File: config.mk
export PLATFORM = sky130hd
export DESIGN_NAME = mem_port_arbiter
export DESIGN_NICKNAME = d
export VERILOG_FILES = /design/src/rtl/mem_pkg.sv /design/src/rtl/mem_load_fmt.sv /design/src/rtl/mem_port_arbiter.sv
export SDC_FILE = /design/constraint.sdc
export NUM_CORES = 1
export LEC_CHECK = 0
export CORE_ASPECT_RATIO = 0.8
export CORE_MARGIN = 2
export CORE_UTILIZATION = 41
export DETAILED_ROUTE_END_ITERATION = 8
export PLACE_DENSITY = 0.89
export SYNTH_ARGS = -nofsm -noshare
export SYNTH_HDL_FRONTEND = slang
export SYNTH_HIERARCHICAL = 1
export SYNTH_SLANG_ARGS = --single-unit
File: constraint.sdc
create_clock -name clk -period 2.36 [get_ports clk]
set_clock_uncertainty 0.05 [all_clocks]
set_input_delay 0.472 -clock clk [delete_from_list [all_inputs] [get_ports clk]]
set_output_delay 0.472 -clock clk [all_outputs]
set_load 0.005 [all_outputs]
File: src/rtl/mem_pkg.sv
// mem_pkg: shared encodings for the memory port arbiter.
//   mem_op_e    - data-side operation codes (dm_op)
//   mem_size_e  - access size codes (dm_size)
//   arb_state_e - arbiter FSM state encoding
//   owner_e     - which requester owns the outstanding transaction
//   dm_misaligned() - alignment / upstream bus-error check for data requests
package mem_pkg;

  typedef enum logic [1:0] {
    MEM_DISABLE   = 2'b00,
    MEM_READ_SEXT = 2'b01,
    MEM_READ_ZEXT = 2'b10,
    MEM_WRITE     = 2'b11
  } mem_op_e;

  typedef enum logic [1:0] {
    BYTE     = 2'b00,
    HALFWORD = 2'b01,
    WORD     = 2'b10
  } mem_size_e;

  typedef enum logic [1:0] {
    IDLE = 2'b00,
    REQ  = 2'b01,
    RESP = 2'b10,
    ERR  = 2'b11
  } arb_state_e;

  typedef enum logic {
    OWNER_FETCH = 1'b0,
    OWNER_DATA  = 1'b1
  } owner_e;

  // A data request is refused without a bus cycle when upstream flagged it
  // or when a word/halfword is not naturally aligned.
  function automatic logic dm_misaligned(input logic [1:0] size,
                                         input logic [1:0] offset,
                                         input logic       bus_err);
    logic bad;
    bad = bus_err;
    if ((size == WORD) && (offset != 2'b00)) bad = 1'b1;
    if ((size == HALFWORD) && offset[0])     bad = 1'b1;
    return bad;
  endfunction

endpackage

File: src/rtl/mem_load_fmt.sv
// mem_load_fmt: combinational load-data formatter.
// Byte offset k lives in lane 3-k (rdata[31-8k:24-8k]); this block picks the
// addressed byte/halfword/word, reassembles it in address order and applies
// sign or zero extension. Non-load ops produce zero.
//   rdata  in  32 - raw memory read data
//   offset in   2 - address[1:0] of the access
//   op     in   2 - operation code (mem_op_e)
//   size   in   2 - access size (mem_size_e)
//   data   out 32 - formatted, extended load result
module mem_load_fmt
  import mem_pkg::*;
(
  input  logic [31:0] rdata,
  input  logic [1:0]  offset,
  input  logic [1:0]  op,
  input  logic [1:0]  size,
  output logic [31:0] data
);

  logic [7:0]  lane_b;
  logic [15:0] lane_h;
  logic        sext;

  always_comb begin
    lane_b = '0;
    lane_h = '0;
    data   = '0;
    sext   = (op == MEM_READ_SEXT);

    case (offset)
      2'd0:    lane_b = rdata[31:24];
      2'd1:    lane_b = rdata[23:16];
      2'd2:    lane_b = rdata[15:8];
      default: lane_b = rdata[7:0];
    endcase

    // Halfword at offset 0 is {lane2,lane3}; at offset 2 it is {lane0,lane1}.
    lane_h = offset[1] ? {rdata[7:0], rdata[15:8]} : {rdata[23:16], rdata[31:24]};

    if ((op == MEM_READ_SEXT) || (op == MEM_READ_ZEXT)) begin
      case (size)
        BYTE:     data = {{24{sext & lane_b[7]}}, lane_b};
        HALFWORD: data = {{16{sext & lane_h[15]}}, lane_h};
        default:  data = {rdata[7:0], rdata[15:8], rdata[23:16], rdata[31:24]};
      endcase
    end
  end

endmodule

File: src/rtl/mem_port_arbiter.sv
// mem_port_arbiter: arbitrates an instruction-fetch port and a data port onto
// a single memory bus with one outstanding transaction.
//   clk, rst                  - clock, synchronous active-high reset
//   if_req/if_addr            - fetch request in; if_gnt/if_rvalid/if_rdata/if_err out
//   dm_req/addr/op/size/wen/wdata/busErr - data request in
//   dm_gnt/dm_rvalid/dm_rdata/dm_err/dm_busy - data response / stall out
//   mem_req/addr/wen/wdata    - memory request out; mem_gnt/rvalid/rdata/err in
// Grants are combinational in IDLE; responses are registered one-cycle pulses.
module mem_port_arbiter
  import mem_pkg::*;
#(
  parameter int unsigned TIMEOUT = 16
) (
  input  logic        clk,
  input  logic        rst,

  input  logic        if_req,
  input  logic [31:0] if_addr,
  output logic        if_gnt,
  output logic        if_rvalid,
  output logic [31:0] if_rdata,
  output logic        if_err,

  input  logic        dm_req,
  input  logic [31:0] dm_addr,
  input  logic [1:0]  dm_op,
  input  logic [1:0]  dm_size,
  input  logic [3:0]  dm_wen,
  input  logic [31:0] dm_wdata,
  input  logic        dm_busErr,
  output logic        dm_gnt,
  output logic        dm_rvalid,
  output logic [31:0] dm_rdata,
  output logic        dm_err,
  output logic        dm_busy,

  output logic        mem_req,
  output logic [31:0] mem_addr,
  output logic [3:0]  mem_wen,
  output logic [31:0] mem_wdata,
  input  logic        mem_gnt,
  input  logic        mem_rvalid,
  input  logic [31:0] mem_rdata,
  input  logic        mem_err
);

  localparam int unsigned   CW       = (TIMEOUT > 1) ? $clog2(TIMEOUT) : 1;
  localparam logic [CW-1:0] CNT_LAST = CW'(TIMEOUT - 1);

  arb_state_e    state_q, state_d;
  owner_e        owner_q, last_q;

  logic [31:0]   addr_q;
  logic [31:0]   wdata_q;
  logic [1:0]    op_q;
  logic [1:0]    size_q;
  logic [3:0]    wen_q;
  logic [CW-1:0] cnt_q;

  logic          if_pulse_q;
  logic          dm_pulse_q;
  logic          err_q;
  logic [31:0]   rdata_q;

  logic          grant_if;
  logic          grant_dm;
  logic          dm_bad;
  logic          timeout;
  logic [31:0]   fmt_data;

  assign dm_bad  = dm_misaligned(dm_size, dm_addr[1:0], dm_busErr);
  assign timeout = (cnt_q == CNT_LAST);

  // Fetch transactions are latched as ZEXT WORD loads, so one formatter
  // instance serves both ports.
  mem_load_fmt u_fmt (
    .rdata  (mem_rdata),
    .offset (addr_q[1:0]),
    .op     (op_q),
    .size   (size_q),
    .data   (fmt_data)
  );

  // Arbitration: only in IDLE and never during reset; on contention the
  // requester that was not granted last wins.
  always_comb begin
    grant_if = 1'b0;
    grant_dm = 1'b0;
    if (!rst && (state_q == IDLE)) begin
      if (dm_req && (!if_req || (last_q == OWNER_FETCH))) grant_dm = 1'b1;
      else if (if_req)                                    grant_if = 1'b1;
    end
  end

  // State register
  always_ff @(posedge clk) begin
    if (rst) state_q <= IDLE;
    else     state_q <= state_d;
  end

  // Next-state logic
  always_comb begin
    state_d = state_q;
    case (state_q)
      IDLE: begin
        if (grant_dm)      state_d = dm_bad ? ERR : REQ;
        else if (grant_if) state_d = REQ;
      end
      REQ:     if (mem_gnt) state_d = RESP;
      RESP:    if (mem_rvalid || timeout) state_d = IDLE;
      default: state_d = IDLE;
    endcase
  end

  // Request latches, RESP counter and registered response pulses.
  // The ERR state arms the same response register as RESP, so an errored
  // data request reports one cycle after leaving ERR, like every other reply.
  always_ff @(posedge clk) begin
    if (rst) begin
      owner_q    <= OWNER_FETCH;
      last_q     <= OWNER_FETCH;
      addr_q     <= '0;
      wdata_q    <= '0;
      op_q       <= '0;
      size_q     <= '0;
      wen_q      <= '0;
      cnt_q      <= '0;
      if_pulse_q <= 1'b0;
      dm_pulse_q <= 1'b0;
      err_q      <= 1'b0;
      rdata_q    <= '0;
    end else begin
      if_pulse_q <= 1'b0;
      dm_pulse_q <= 1'b0;
      err_q      <= 1'b0;

      if (grant_dm) begin
        owner_q <= OWNER_DATA;
        last_q  <= OWNER_DATA;
        addr_q  <= dm_addr;
        op_q    <= dm_op;
        size_q  <= dm_size;
        wen_q   <= dm_wen;
        wdata_q <= dm_wdata;
      end else if (grant_if) begin
        owner_q <= OWNER_FETCH;
        last_q  <= OWNER_FETCH;
        addr_q  <= if_addr;
        op_q    <= MEM_READ_ZEXT;
        size_q  <= WORD;
        wen_q   <= '0;
        wdata_q <= '0;
      end

      if ((state_q == REQ) && mem_gnt) cnt_q <= '0;

      if (state_q == RESP) begin
        cnt_q <= cnt_q + 1'b1;
        if (mem_rvalid || timeout) begin
          if_pulse_q <= (owner_q == OWNER_FETCH);
          dm_pulse_q <= (owner_q == OWNER_DATA);
          // A response arriving on the last counted cycle beats the timeout.
          err_q      <= mem_rvalid ? mem_err : 1'b1;
          rdata_q    <= mem_rvalid ? fmt_data : '0;
        end
      end

      if (state_q == ERR) begin
        dm_pulse_q <= 1'b1;
        err_q      <= 1'b1;
        rdata_q    <= '0;
      end
    end
  end

  // Outputs
  always_comb begin
    if_gnt    = grant_if;
    dm_gnt    = grant_dm;
    mem_req   = 1'b0;
    mem_addr  = '0;
    mem_wen   = '0;
    mem_wdata = '0;
    if_rvalid = 1'b0;
    if_err    = 1'b0;
    if_rdata  = '0;
    dm_rvalid = 1'b0;
    dm_err    = 1'b0;
    dm_rdata  = '0;
    dm_busy   = 1'b0;

    if (!rst) begin
      if (state_q == REQ) begin
        mem_req   = 1'b1;
        mem_addr  = addr_q;
        mem_wdata = wdata_q;
        mem_wen   = (op_q == MEM_WRITE) ? wen_q : 4'b0000;
      end

      if_rvalid = if_pulse_q;
      if_err    = if_pulse_q & err_q;
      if_rdata  = if_pulse_q ? rdata_q : '0;

      dm_rvalid = dm_pulse_q;
      dm_err    = dm_pulse_q & err_q;
      dm_rdata  = dm_pulse_q ? rdata_q : '0;

      dm_busy   = grant_dm || dm_pulse_q ||
                  ((owner_q == OWNER_DATA) && (state_q != IDLE));
    end
  end

endmodule

==> flow_metrics.tcl <==
set metrics [dict create \
    start_util_pct 41.7 \
    die_area_um2 15500 \
    dieHeight_um 112 \
    setup_tns_ns -0.0831 \
    hold_buffers 0 \
    synth_seq_area_share_pct 38.4 \
    total_power_uw 5610 \
    nFillCells 1127 \
    dr.pass1.iters 7 \
    critPathSlowestCell "clkdlybuf4s50_1" \
    endpoint_kind "output pin" \
    place_congestion 0.881 \
    cts_made_buffers 17 \
    setup_slack_ns -0.0651 \
    vias 6702 \
    synth.distinct_cells 46 \
    cap_violations 0 \
    antennaDiodeCount 0 \
    netlist_instances 765 \
    clockRootBuffer "clkbuf_16" \
    worstPathArrival_ns 1.90 \
    cts_max_level 4 \
    p_leak_uw 0.00469 \
    worstHoldEndpoint "cnt_q[3]" \
    violations "setup timing" \
    final_common_cell "clkdlybuf4s50_1" \
    ir_drop_uv 491 \
    routed_wl_mm 21.5 \
    reg2reg_depth 7 \
    antenna_found_initial 0 \
    remaining_drc_errors 0 \
    drt-initial-drc-count 497 \
    synth_nets 911 \
    worst-path-stages 5 \
    crit_family "buffers and inverters" \
    ys.flop_type "dfxtp_1" \
    critPathMaxStageDelay_ns 0.52 \
    clock_latency_ns 0.41 \
    min_path_cells 3 \
    grt_pass1_wl_mm 32.3 \
    coreArea_um2 14200 \
    crit_path_max_fanout 4 \
    final_cell_mix "clkdlybuf4s50_1 (197), and2_1 (135), nor2_1 (119)" \
    crit_buf_inv 2 \
    clk_pin_slew_ns 0.05 \
    area_growth_pct 65.9 \
    routed_via_density 5.37 \
    grt_max_degree 61 \
    rsz0062_at_grt "true" \
    grt_pass1_vias 6485 \
    start_kind "flop" \
    holdCritPathClass "in2reg" \
    maxSlewHeadroom_pct 56.9 \
    dieWidth_um 139 \
    numClockSinks 114 \
    rows 39 \
    criticalPathCategory "reg2out" \
    avgSynthCellArea_um2 7.78 \
    worst_pin_slew_ns 0.647 \
    synth_edf_count 0 \
    reg2reg_to "rdata_q[15]" \
    cp_cell_sequence "nor3_2 -> buf_4 -> nand2_1 -> nor2_1 -> clkdlybuf4s50_1" \
    finalHoldViolCount 0 \
    yosys_warnings 6 \
    netlist_area_um2 5950 \
    status "finished, violations left" \
    wl_per_cell_um 17.2 \
    required_ns 1.84 \
    p_per_area_nw_per_um2 569 \
    clockBufferDepth 2 \
    r2r-start "addr_q[1]" \
    min_from "rst" \
    synth-seq-cells 114 \
    finalSetupViolations 2 \
    nets 1200 \
    period_share_pct 103 \
    portBuffers 283 \
    drive_gt1_share_pct 11.7 \
    top_level_ports 284 \
    ant_nets 0 \
    cts_tree "yes" \
    fin_crit_ns 2.43 \
    grtUsageTotal_pct 25.6 \
    grt-ovfl-total 0 \
    ff2ff_setup_slack_ns 0.27 \
    ys_async_sr_fraction_pct 0 \
    slew_violations 0 \
    fmax_ghz 0.412 \
    hpwl_mm 14.4 \
]
worst register-to-register path: stages (launching register included):
cell	delay, ns
dfxtp_1	0.48
buf_4	0.28
clkinv_1	0.29
a22o_1	0.32
a22oi_1	0.15
o21ai_0	0.12
a22oi_1	0.21
nor2_1	0.08
routing by layer:
| layer | GRT usage, % | up-vias | share of wire (%) |
|---|---|---|---|
| met4 | 12.7 | 0 | 3.4 |
| met2 | 42.2 | 338 | 48 |
| li1 | - | 3207 | - |
| met5 | 0 | - | 0 |
| met1 | 30.4 | 3101 | 40 |
| met3 | 8.04 | 56 | 8.7 |
where the power goes:
| part | switching, µW | internal [µW] |
|---|---|---|
| combinational | 543 | 580 |
| sequential | 83.7 | 2050 |
| clock | 855 | 1500 |
| total | 1480 | 4130 |
registers in the layout, summed over array words and instances, names as in the netlist:
name        flops
addr_q         32
cnt_q           4
dm_pulse_q      1
err_q           1
if_pulse_q      1
last_q          1
op_q            2
rdata_q        32
size_q          2
state_q         2
wdata_q        32
wen_q           4
through the flow:
step | utilization [%] | std cells | hold WS (ns) | setup WS [ns] | cell area (µm²)
CTS | 67.2 | 1232 | 0.395 | -0.159 | 9570
floorplan | - | 765 | 0.400 | 0.451 | 5950
finish | 69.3 | 1248 | 0.425 | -0.0651 | 9870
global placement | 63.6 | 1201 | 0.411 | -0.267 | 9060
detailed placement | 63.6 | 1201 | 0.417 | -0.269 | 9060
global route | 69.3 | 1248 | 0.437 | -0.0954 | 9870
Yosys cell counts (2+ instances only):
library cell,number,area share [%]
dfxtp_1,114,38
nand2_1,79,5.0
a2111oi_0,5,0.74
ha_1,2,0.42
o21a_1,2,0.25
o221a_2,6,1.1
clkbuf_1,48,3.0
a21oi_1,27,2.3
nor2b_1,7,0.74
nor2_1,120,7.6
nand2b_1,4,0.42
a21o_1,7,0.88
nor3_1,4,0.34
buf_4,3,0.38
inv_1,22,1.4
o22ai_1,2,0.21
a21boi_0,3,0.38
and3_1,2,0.21
xor2_1,2,0.29
and2b_1,5,0.63
and2_1,136,14
a311oi_1,32,4.7
buf_2,15,1.3
a22oi_1,83,10
o21ai_0,14,1.2
timing repair:
item,4_1_cts,5_1_grt
setup endpoints to repair,72,59
cloned,0,4
setup buffers,2,12
pin swaps,1,0
resized for setup,47,106
worst max path at each step:
stage / from / endpoint / slack, ns
after floorplan: op_q[1] / rdata_q[30] / 0.45
after global placement: dm_req / dm_gnt / -0.27
after detailed placement: dm_req / dm_gnt / -0.27
after CTS: state_q[0] / mem_wdata[19] / -0.16
after global routing: state_q[0] / if_gnt / -0.1
final: state_q[0] / if_gnt / -0.07
cells by family after synthesis:
kind of cell	count (synthesis)	synth area share, %
simple gates	365	30.2
compound gates	189	23.6
flops	114	38.4
buf+inv	91	6.56
xor+xnor	2	0.295
mux	2	0.547
fa+ha+maj	2	0.421
area by class of cell:
| class | count | area (µm²) | area share, % |
|---|---|---|---|
| repair buffers | 338 | 3410 | 34.6 |
| flip-flops and latches | 114 | 2290 | 23.2 |
| clock inverters | 6 | 57.6 | 0.583 |
| multi-input cells | 560 | 3310 | 33.6 |
| well taps | 184 | 230 | 2.33 |
| inverters | 23 | 88.8 | 0.900 |
| clock buffers | 23 | 478 | 4.84 |
No activity file was read; power rests on OpenSTA's default activity.
